### src/rtl/voting_machine.sv
// voting_machine: four-candidate vote counter with held-button debounce and an 8-bit LED display.
// Optional macro VOTING_TOTAL_DISPLAY_EN: result mode with no button held shows the clamped vote total.
module voting_machine #(
  parameter int HOLD_CYCLES  = 10,
  parameter int FLASH_CYCLES = 10,
  parameter int CNT_W        = 8
) (
  input  logic       clock,
  input  logic       reset,
  input  logic       mode,
  input  logic       button1,
  input  logic       button2,
  input  logic       button3,
  input  logic       button4,
  output logic [7:0] led
);

  localparam int HOLD_W  = $clog2(HOLD_CYCLES + 1);
  localparam int FLASH_W = $clog2(FLASH_CYCLES + 1);
  localparam logic [CNT_W-1:0] CNT_MAX = '1;

  logic [3:0]            button_pin;
  logic [3:0]            synced;
  logic [3:0]            valid;
  logic [3:0][CNT_W-1:0] count;
  logic                  mode_reg;
  logic                  mode_change;
  logic                  vote_ok;
  logic [FLASH_W-1:0]    flash_reg;
  logic [7:0]            led_reg;
  logic [7:0]            led_next;

  assign button_pin  = {button4, button3, button2, button1};
  assign mode_change = (mode != mode_reg);
  // A vote counts only when exactly one press matured this cycle.
  assign vote_ok     = !mode && (valid != 4'd0) && ((valid & (valid - 4'd1)) == 4'd0);

  genvar gi;
  generate
    for (gi = 0; gi < 4; gi++) begin : g_button
      logic              meta_reg;
      logic              sync_reg;
      logic              blocked_reg;
      logic              valid_reg;
      logic [HOLD_W-1:0] hold_reg;
      logic [CNT_W-1:0]  count_reg;

      always_ff @(posedge clock) begin
        if (reset) begin
          meta_reg    <= 1'b0;
          sync_reg    <= 1'b0;
          blocked_reg <= 1'b0;
          valid_reg   <= 1'b0;
          hold_reg    <= '0;
          count_reg   <= '0;
        end else begin
          meta_reg  <= button_pin[gi];
          sync_reg  <= meta_reg;
          valid_reg <= 1'b0;
          if (!sync_reg) begin
            blocked_reg <= 1'b0;
            hold_reg    <= '0;
          end else if (mode_change) begin
            // A press that spans a mode change stays dead until released.
            blocked_reg <= 1'b1;
            hold_reg    <= '0;
          end else if (!blocked_reg && hold_reg < HOLD_W'(HOLD_CYCLES)) begin
            hold_reg  <= hold_reg + 1'b1;
            valid_reg <= (hold_reg == HOLD_W'(HOLD_CYCLES - 1));
          end
          if (vote_ok && valid_reg && count_reg != CNT_MAX)
            count_reg <= count_reg + 1'b1;
        end
      end

      assign synced[gi] = sync_reg;
      assign valid[gi]  = valid_reg;
      assign count[gi]  = count_reg;
    end
  endgenerate

`ifdef VOTING_TOTAL_DISPLAY_EN
  logic [9:0] total;
  assign total = 10'(count[0]) + 10'(count[1]) + 10'(count[2]) + 10'(count[3]);
`endif

  always_comb begin
    led_next = 8'h00;
    if (!mode) begin
      if (flash_reg != '0) led_next = 8'hFF;
    end
    else if (synced[0]) led_next = 8'(count[0]);
    else if (synced[1]) led_next = 8'(count[1]);
    else if (synced[2]) led_next = 8'(count[2]);
    else if (synced[3]) led_next = 8'(count[3]);
`ifdef VOTING_TOTAL_DISPLAY_EN
    else led_next = (total > 10'd255) ? 8'hFF : total[7:0];
`endif
  end

  always_ff @(posedge clock) begin
    if (reset) begin
      mode_reg  <= 1'b0;
      flash_reg <= '0;
      led_reg   <= 8'h00;
    end else begin
      mode_reg <= mode;
      if (mode)
        flash_reg <= '0;
      else if (vote_ok)
        flash_reg <= FLASH_W'(FLASH_CYCLES);
      else if (flash_reg != '0)
        flash_reg <= flash_reg - 1'b1;
      led_reg <= led_next;
    end
  end

  assign led = led_reg;

endmodule

### config.mk
export PLATFORM = sky130hd
export DESIGN_NAME = voting_machine
export DESIGN_NICKNAME = d
export VERILOG_FILES = /design/src/rtl/voting_machine.sv
export SDC_FILE = /design/constraint.sdc
export NUM_CORES = 1
export LEC_CHECK = 0
export ABC_CLOCK_PERIOD_IN_PS = 1800
export BUFFER_PORTS_ARGS = -buffer_cell sky130_fd_sc_hd__buf_2
export CAP_MARGIN = 40
export CORE_MARGIN = 4
export CORE_UTILIZATION = 51
export DETAILED_ROUTE_END_ITERATION = 8
export GPL_TIMING_DRIVEN = 0
export HOLD_SLACK_MARGIN = 0.03
export PLACE_DENSITY = 0.71
export SYNTH_ARGS = -nofsm -noshare
export SYNTH_HDL_FRONTEND = slang
export SYNTH_SLANG_ARGS = --single-unit
### constraint.sdc
create_clock -name clock -period 1.8 [get_ports clock]
set_input_delay 0.27 -clock clock [delete_from_list [all_inputs] [get_ports clock]]
set_output_delay 0.27 -clock clock [all_outputs]
set_load 0.02 [all_outputs]
==> results of run 1 <==
-- cell families (layout without fill, tap and decap cells) --
logic type	after synthesis	in the layout	synth area share, %
and+or+nand+nor	165	165	23.79
AOI/OAI and AO/OA	119	119	20.37
muxes	5	5	1.483
adders and majority gates	12	12	4.236
buffers and inverters	33	69	3.918
xor gates and xnor gates	11	11	2.718
DFF	77	77	43.49
-- per-stage QoR --
| stage | area, um2 | instances | util [%] | worst slack, ns |
|---|---|---|---|---|
| after detailed placement | 3715 | 516 | 54.98 | -0.2506 |
| after global routing | 4021 | 538 | 59.52 | -0.07197 |
| after global placement | 3715 | 516 | 54.98 | -0.1964 |
| after CTS | 3955 | 536 | 58.54 | -0.01180 |
| after floorplan | 3545 | 422 | - | -0.09432 |
| final | 4021 | 538 | 59.52 | -0.02615 |
-- worst max-delay path by stage --
stage,cells past startpoint,start,end,slack [ns]
2_1_floorplan,6,g_button[1].valid_reg,g_button[0].count_reg[6],-0.09
3_3_place_gp,5,mode,g_button[1].count_reg[4],-0.20
3_5_place_dp,5,mode,g_button[1].count_reg[4],-0.25
4_1_cts,5,g_button[1].valid_reg,g_button[0].count_reg[6],-0.01
5_1_grt,4,g_button[3].valid_reg,g_button[0].count_reg[6],-0.07
6_report,5,g_button[1].valid_reg,g_button[0].count_reg[6],-0.03
-- metal layers --
metal  vias to the layer above  part of all wire, %  global-route usage (%)
li1                       1583                    -                       -
met1                      1458                   44                   22.58
met2                        66                   50                   32.56
met3                        13                  4.6                   5.302
met4                         0                  1.3                   8.668
met5                         -                    0                       0
-- synth_stat cells (all sizes together), types with 10 or more instances --
master	number	area, um2
a31oi	10	62.56
inv	17	63.81
nand2	43	161.4
nand3	17	85.08
nor2	32	120.1
a21oi	47	235.2
or3	11	68.82
nor3	13	70.07
o21ai	28	140.1
nor2b	13	81.33
dfxtp	77	1541
ha	12	150.1
clkbuf	12	45.04
-- repair_timing --
item                                    4_1_cts  5_1_grt
pin swaps                                     3        4
cloned                                        0        0
endpoints found under the hold margin         0        0
buffers inserted                              5        2
resized for setup                             8       15
endpoints found under the setup margin       15       17
-- report_power, final --
group / switching [uW] / leakage (uW) / internal (uW)
registers: 8.35 / 0.000625 / 1710
clock network: 615 / 0.0000953 / 575
logic: 84.5 / 0.000680 / 42.0
-- area by class of cell --
cell class,instances,share of cell area [%]
clock buffers,11,3.765
multi-input cells,312,47.88
clock inverters,5,0.8712
inverters,17,1.587
plain buffers,15,1.649
well taps,80,2.489
flip-flops and latches,77,38.61
repair buffers,21,3.142
-- layout by cell type, fill, tap and decap left out, drive strengths merged, types with 3 or more instances in the layout --
master and n:
inv 17, nor2b 13, o31ai 7, buf 23, o211ai 3, a211o 8, and3 4, mux2i 3
nand3 17, nor3 13, a41oi 4, nor4 5, nor3b 4, or2 5, dfxtp 77, nor2 32
ha 12, xnor2 4, clkbuf 24, or3 11, nand2 43, a21oi 47, clkinv 4, o21ai 28
nand4 4, xor2 7, a31oi 10, or4 4, a211oi 3
==> results.md, run 1 <==
* Status: complete, but fails checks
* Failing checks: negative setup slack
* RSZ-0062 raised after global routing: true
* Number of global-route vias before repair at 2,866
* Final setup fails at 1
* CTS Buf Count at 9
* Worst hold path type: primary input to flop
* Total GRT Usage at 19.23%
* Syn Nets at ~440
* Worst setup path category: flop to flop
* Pin count of the biggest net entering global routing at 14
* Clock Latency Late Sink at about 0.35 ns
* Core area at approximately 0.0068 mm2
* Clock Sinks at 77
* Starting density of the core at 52.46%
* Worst setup SP type: flop
* Yosys warning count at 0
* Tmin final at 1.826 ns
* Crit path DAT at 2.11 ns
* Layout Skew at 0.009120 ns
* CTS clk-pin slew, worst paths at 0.08 ns
* Fmax at 0.5476 GHz
* Post-DP HPWL at 5.359 mm
* Setup tns final at -0.02615 ns
* TritonCTS clock tree: done
* First-pass GRT wire length at 12.99 mm
* Crit end category: flop
* Aggregate global routing overflow at 0
* Via-to-Cell Ratio at 5.799
* Hold buffers post-CTS at 0
* Pwr/cell area at 755.6 mW/mm2
* Post-synth EDFFs at 0
* FP Rows at 30
* Full die area at 0.008348 mm2
* Post-synth ARST share at 0%
* WP buf/inv at 1
* Vias at between 3,000 and 4,000
* Seq/Total Area, Yosys at 43.49%
* H-Tree Depth at 3
* Routed Antenna Nets at 0
* Hold_sp: button2
* Number of fillers in the final layout at between 600 and 700
* Synthesized area per cell at 8.400 um2
* Final WS setup at -0.02615 ns
* Top delay family on crit path: simple AND/OR/NAND/NOR gates
* Initial antenna violation count at 0
* Post-Synthesis Cells at 422
* Reg-to-reg endpoint: g_button[0].count_reg[6]
* RePlAce Congestion at 0.8291
* Pre-antenna DRT Iters at 4
* Worst Hold Slack at 0.1312 ns
* Max VDD drop at ~0.53 mV
* Largest register FFs at 32
* Peak fanout along the critical path at 5
* Mapped Area at roughly 0.0035 mm2
* Slew headroom at 64.34%
* Antenna diode count at 0
* Synth unique cells at 46
* Leakage at 0.001400 uW
* Tot Pwr at ~3000 uW
* Die Span X at 91.37 um
* Final period util at 101.5%
* Hold path endpoint: g_button[1].meta_reg
* CTS Buffer Depth at 2
* Reg2reg start: g_button[1].valid_reg
* DRC errors left at 0
* DR iter-0 viols at 230
* CP required at 2.09 ns
* Synth Flop Type: dfxtp_1
* FF-to-FF path depth at 5
* Die Ht at 91.37 um
* Worst path slowest cell: or4b_4
* Footprint of the multi-input gates at 0.001926 mm2
* Buffers on Ports at 14
* Clock tree root buffer cell: clkbuf_8
* R2r setup slk at -0.03 ns
* Net count, final at around 470
* Area Overhead vs Synth at 13.45%
* Hold depth at 2
* Critical Path, Cell by Cell: buf_6 -> or4b_4 -> or3_1 -> or3_1 -> a21oi_2
* Routed WL at 7.537 mm
* FF+latch area at 0.001553 mm2
* Final-report max-slew violation count at 0
* Critical Path Max Stage Delay at 0.53 ns
* I/O pin total at 15
* Worst slew pin tran at 0.5349 ns
* Number of max-cap violations at 0
* DR WL/cell at roughly 14 um
* FF+latch count, synth at 77
* Layout cell share with drive strength beyond 1 at approximately 14%
* Final Hold Fails at 0
* Crit-path most repeated cell: or3_1
Power figures use the tool's default switching activity.
==> inputs of run 2 (changes only) <==
CTS_BUF_LIST = sky130_fd_sc_hd__clkbuf_16   (was default)
==> run 2 against run 1 <==
Against the previous run:
- the run still ends with negative setup slack left
- clock power rose by 35%
- register-to-register slack barely moved
- sequential share of layout area fell by 0.60 points
- wire length rose by 2.5%
- worst hold slack improved by 0.011 ns
- die area did not move
- worst setup slack improved by 0.0074 ns
- sequential power barely moved
- clock skew fell by 0.0031 ns
- final area rose by 1.6%
- sequential cell count did not move
==> results.md, run 2 (synthesis gave the netlist of run 1 again) <==
* I/O pin total at 15
* H-Tree Depth at 3
* Crit end category: flop
* Pre-antenna DRT Iters at 4
* Clock Latency Late Sink at 0.33 ns
* Post-DP HPWL at between 5 and 6 mm
* Worst setup path category: flop to flop
* Tmin final at around 1.8 ns
* Worst hold path type: primary input to flop
* Crit-path most repeated cell: or3_1
* Critical Path, Cell by Cell: buf_6 -> or4b_4 -> or3_1 -> or3_1 -> a21oi_2
* Net count, final at about 470
* Antenna diode count at 0
* Hold depth at 2
* Tot Pwr at 3460 uW
* Final WS setup at -0.01874 ns
* DR WL/cell at 14.36 um
* Routed Antenna Nets at 0
* Max VDD drop at 0.5914 mV
* Clock Sinks at 77
* FF+latch area at 0.001553 mm2
* DR iter-0 viols at 195
* Initial antenna violation count at 0
* Final setup fails at 2
* Number of max-cap violations at 0
* Critical Path Max Stage Delay at 0.52 ns
* Final Hold Fails at 0
* Total GRT Usage at roughly 20%
* Die Ht at 91.37 um
* Status: complete, but fails checks
* Buffers on Ports at 14
* CTS Buffer Depth at 2
* Full die area at 0.008348 mm2
* FP Rows at 30
* Final-report max-slew violation count at 0
* Footprint of the multi-input gates at 0.001913 mm2
* Commonest non-fill, non-tap cell in the layout: dfxtp_1
* Via-to-Cell Ratio at 5.796
* Largest register FFs at 32
* Core area at around 0.0068 mm2
* CP required at slightly above 2 ns
* First-pass GRT wire length at 13.23 mm
* CTS Buf Count at 9
* Final period util at 101.0%
* Aggregate global routing overflow at 0
* Worst Hold Slack at 0.1417 ns
* Failing checks: negative setup slack
* Area Overhead vs Synth at 15.25%
* CTS clk-pin slew, worst paths at about 0.060 ns
* Vias at 3,118
* FF-to-FF path depth at 5
* Layout cell share with drive strength beyond 1 at 12.23%
* Slew headroom at 66.61%
* Pin count of the biggest net entering global routing at 14
* Crit path DAT at 2.09 ns
* DRC errors left at 0
* TritonCTS clock tree: done
* Number of global-route vias before repair at 2,860
* Worst slew pin tran at between 0.5 and 0.6 ns
* Starting density of the core at between 50% and 60%
* RSZ-0062 raised after global routing: true
* Peak fanout along the critical path at 5
* Pwr/cell area at between 800 and 900 mW/mm2
* Clock tree root buffer cell: clkbuf_16
* Commonest cells after routing, fill and taps aside: 74 x dfxtp_1, 46 x a21oi_1, 43 x nand2_1
* Layout Utilization at 60.46%
* RePlAce Congestion at 0.8291
* Die Span X at 91.37 um
* Fmax at 0.5498 GHz
* Leakage at 0.001420 uW
* Routed WL at a little under 8 mm
* Worst setup SP type: flop
* Layout Skew at approximately 0.006 ns
* Number of fillers in the final layout at roughly 600
* Worst path slowest cell: or4b_4
==> run 2: path summary, 6_finish.rpt <==
path	from	end	slack, ns
worst max register to register	g_button[1].valid_reg	g_button[0].count_reg[6]	-0.02
worst max-delay path	g_button[1].valid_reg	g_button[0].count_reg[6]	-0.02
worst min register to register	g_button[3].meta_reg	g_button[3].sync_reg	0.44
worst min-delay path	button2	g_button[1].meta_reg	0.14
==> run 2: worst max-delay path: cells and delay by family (launching register included) <==
kind                   cells  cell delay (ns)
flip-flops                 1             0.30
buffers and inverters      1             0.12
AO/OA/AOI/OAI              1             0.13
AND/OR/NAND/NOR            3             1.19
==> run 2: cell type report <==
class | count | share of cell area (%)
buffer | 15 | 1.593
clock buffer | 9 | 5.513
clock inverter | 7 | 1.041
inverter | 17 | 1.562
multi-input combinational | 312 | 46.83
sequential | 77 | 38.01
tap | 80 | 2.450
timing repair buffer | 21 | 3.002
==> run 2: routing by layer <==
| layer | vias up | global-route usage [%] | routed length [um] |
|---|---|---|---|
| li1 | 1583 | - | - |
| met2 | 61 | 32.68 | 3756 |
| met1 | 1457 | 23.08 | 3474 |
| met3 | 17 | 6.462 | 338 |
| met5 | - | 0 | 0 |
| met4 | 0 | 9.296 | 153 |
==> run 2: what timing repair did <==
item	CTS	global route
pin swaps	3	1
gates resized for setup	6	11
endpoints found under the setup margin	15	17
hold buffers	0	0
setup buffers	5	2
==> run 2: power by group <==
group / switching [uW] / total [uW] / internal (uW)
sequential: 8.76 / 1720 / 1720
combinational: 84.3 / 126 / 41.9
clock: 687 / 1610 / 922
==> run 2: through the flow <==
step / setup slack [ns] / TNS (ns) / instances / instance area (um2)
after global routing: -0.06274 / -0.2089 / 538 / 4085
after floorplan: -0.09432 / -0.1147 / 422 / 3545
after detailed placement: -0.2506 / -3.025 / 516 / 3715
after CTS: -0.004778 / -0.004958 / 536 / 4028
after global placement: -0.1964 / -2.745 / 516 / 3715
final: -0.01874 / -0.02228 / 538 / 4085
==> inputs of run 3 (changes only) <==
GPL_TIMING_DRIVEN = default   (was 0)
==> run 3 against run 2 <==
Against the previous run:
- the run now ends clean
- clock skew barely moved
- worst setup slack improved by 0.078 ns
- global-route usage fell by 0.93 points
- clock power barely moved
- die area did not move
- critical path type unchanged
- largest power group unchanged
==> results.md, run 3 (synthesis gave the netlist of run 1 again) <==
* Status: finished, final reports clean
* Worst setup path category: flop to flop
* Via-to-Cell Ratio at 5.670
* FF-to-FF path depth at 4
* Critical Path Max Stage Delay at 0.58 ns
* DR WL/cell at about 14 um
* RePlAce Congestion at 0.9438
* CP required at 2.07 ns
* CTS Buf Count at 9
* R2r setup slk at 0.06 ns
* Clock tree root buffer cell: clkbuf_16
* Final Hold Fails at 0
* Worst path slowest cell: or4b_4
* Routed Antenna Nets at 0
* Starting density of the core at 52.46%
* Commonest non-fill, non-tap cell in the layout: dfxtp_1
* DRC errors left at 0
* Final WS setup at roughly 0.06 ns
* Pwr/cell area at 835.6 mW/mm2
* Number of cells in the design after placement at 526
* CTS clk-pin slew, worst paths at 0.06 ns
* Largest register FFs at 32
* Buffers on Ports at 14
* Number of max-cap violations at 0
* Clock Sinks at 77
* Worst setup SP type: flop
* Hold buffers post-CTS at 0
* Initial antenna violation count at 0
* Core area at 0.006756 mm2
* Number of global-route vias before repair at between 2,000 and 3,000
* Commonest cells after routing, fill and taps aside: 77 x dfxtp_1, 47 x a21oi_1, 43 x nand2_1
* Leakage at around 0.0015 uW
* Crit end category: flop
* Worst Setup SP: g_button[2].valid_reg
* H-Tree Depth at 3
* Layout cell share with drive strength beyond 1 at between 10% and 20%
* Worst hold path type: primary input to flop
* Final setup fails at 0
* I/O pin total at 15
* FP Rows at 30
* DR iter-0 viols at 206
* Aggregate global routing overflow at 0
* Final period util at 96.73%
* TritonCTS clock tree: done
* Placed Area at 0.003835 mm2
* Worst slew pin tran at 0.5234 ns
* First-pass GRT wire length at 12.61 mm
* Pin count of the biggest net entering global routing at 33
* Reg2reg start: g_button[2].valid_reg
* Hold path endpoint: g_button[1].meta_reg
* Area Overhead vs Synth at 16.80%
* Net count, final at 477
* Full die area at 0.008348 mm2
* Clock Latency Late Sink at 0.33 ns
* Crit path DAT at between 2 and 2.5 ns
* Reg-to-reg endpoint: g_button[0].count_reg[6]
* CTS Buffer Depth at 2
* WP buf/inv at 0
* Vias at 3,079
* Layout Skew at 0.005799 ns
* Total GRT Usage at 18.83%
* Non-Filler Instances at 543
* Final-report max-slew violation count at 0
* Critical Path, Cell by Cell: or4b_4 -> or3_4 -> or3_1 -> a21oi_1
* Slew headroom at 64.81%
* Dpl ws at 0.05821 ns
* Routed WL at 7.476 mm
* Hold depth at 2
* RSZ-0062 raised after global routing: false
* Die Span X at 91.37 um
* Pre-antenna DRT Iters at 4
* Fmax at ~0.57 GHz
* Die Ht at 91.37 um
* Hold_sp: button2
* Max VDD drop at about 0.67 mV
* Post-DP HPWL at 5.406 mm
* Tmin final at 1.741 ns
* Top delay family on crit path: simple AND/OR/NAND/NOR gates
* Worst Hold Slack at 0.1444 ns
* Final Instance Area at 0.004140 mm2
* Antenna diode count at 0
* Peak fanout along the critical path at 5
-- run 3: changes by cell type in the layout (fill, tap and decap cells not counted), moves of 2 or more --
cell and delta:
dfxtp_1 +3, nor3_2 -2, nor3_1 +2, dfxtp_4 -3, clkbuf_1 -11, buf_1 -2, buf_4 +20
-- run 3: report_power, final --
group / internal [uW] / total (uW) / switching (uW)
sequential: 1720 / 1730 / 13.9
combinational: 49.9 / 125 / 75.2
clock: 922 / 1600 / 678
-- run 3: how the worst max path moves through the flow --
stage                          endpoint  slack, ns  cells past startpoint
2_1_floorplan  g_button[0].count_reg[6]      -0.09                      6
3_3_place_gp   g_button[0].count_reg[6]       0.07                      4
3_5_place_dp   g_button[0].count_reg[6]       0.06                      4
4_1_cts        g_button[1].count_reg[4]       0.04                      6
5_1_grt        g_button[2].count_reg[7]      0.003                      5
6_report       g_button[0].count_reg[6]       0.06                      4
-- run 3: what timing repair did --
action	CTS	global route
setup endpoints to repair	1	9
setup buffers	0	1
gates resized for setup	1	5
pin swaps	0	5
-- run 3: through the flow --
stage                     setup TNS, ns  utilization [%]  total power [uW]
after floorplan                 -0.1147                -              1848
after global placement                0            56.76              1891
after detailed placement              0            56.76              1893
after CTS                             0            60.80              3489
after global routing                  0            61.28              3584
final                                 0            61.28              3460
-- run 3: area by class of cell --
class | instances | area, um2
well taps | 80 | 100.1
clock buffers | 9 | 225.2
fillers | 593 | 2616
inverters | 17 | 63.81
flip-flops and latches | 77 | 1541
clock inverters | 7 | 41.29
multi-input cells | 312 | 1896
repair buffers | 41 | 272.8
-- run 3: layer usage --
layer	up-vias	global-route usage [%]	share of wire, %
met1	1416	23.37	47
met5	-	0	0
met3	18	4.143	3.4
met2	47	30.72	47
li1	1598	-	-
met4	0	9.422	2.2
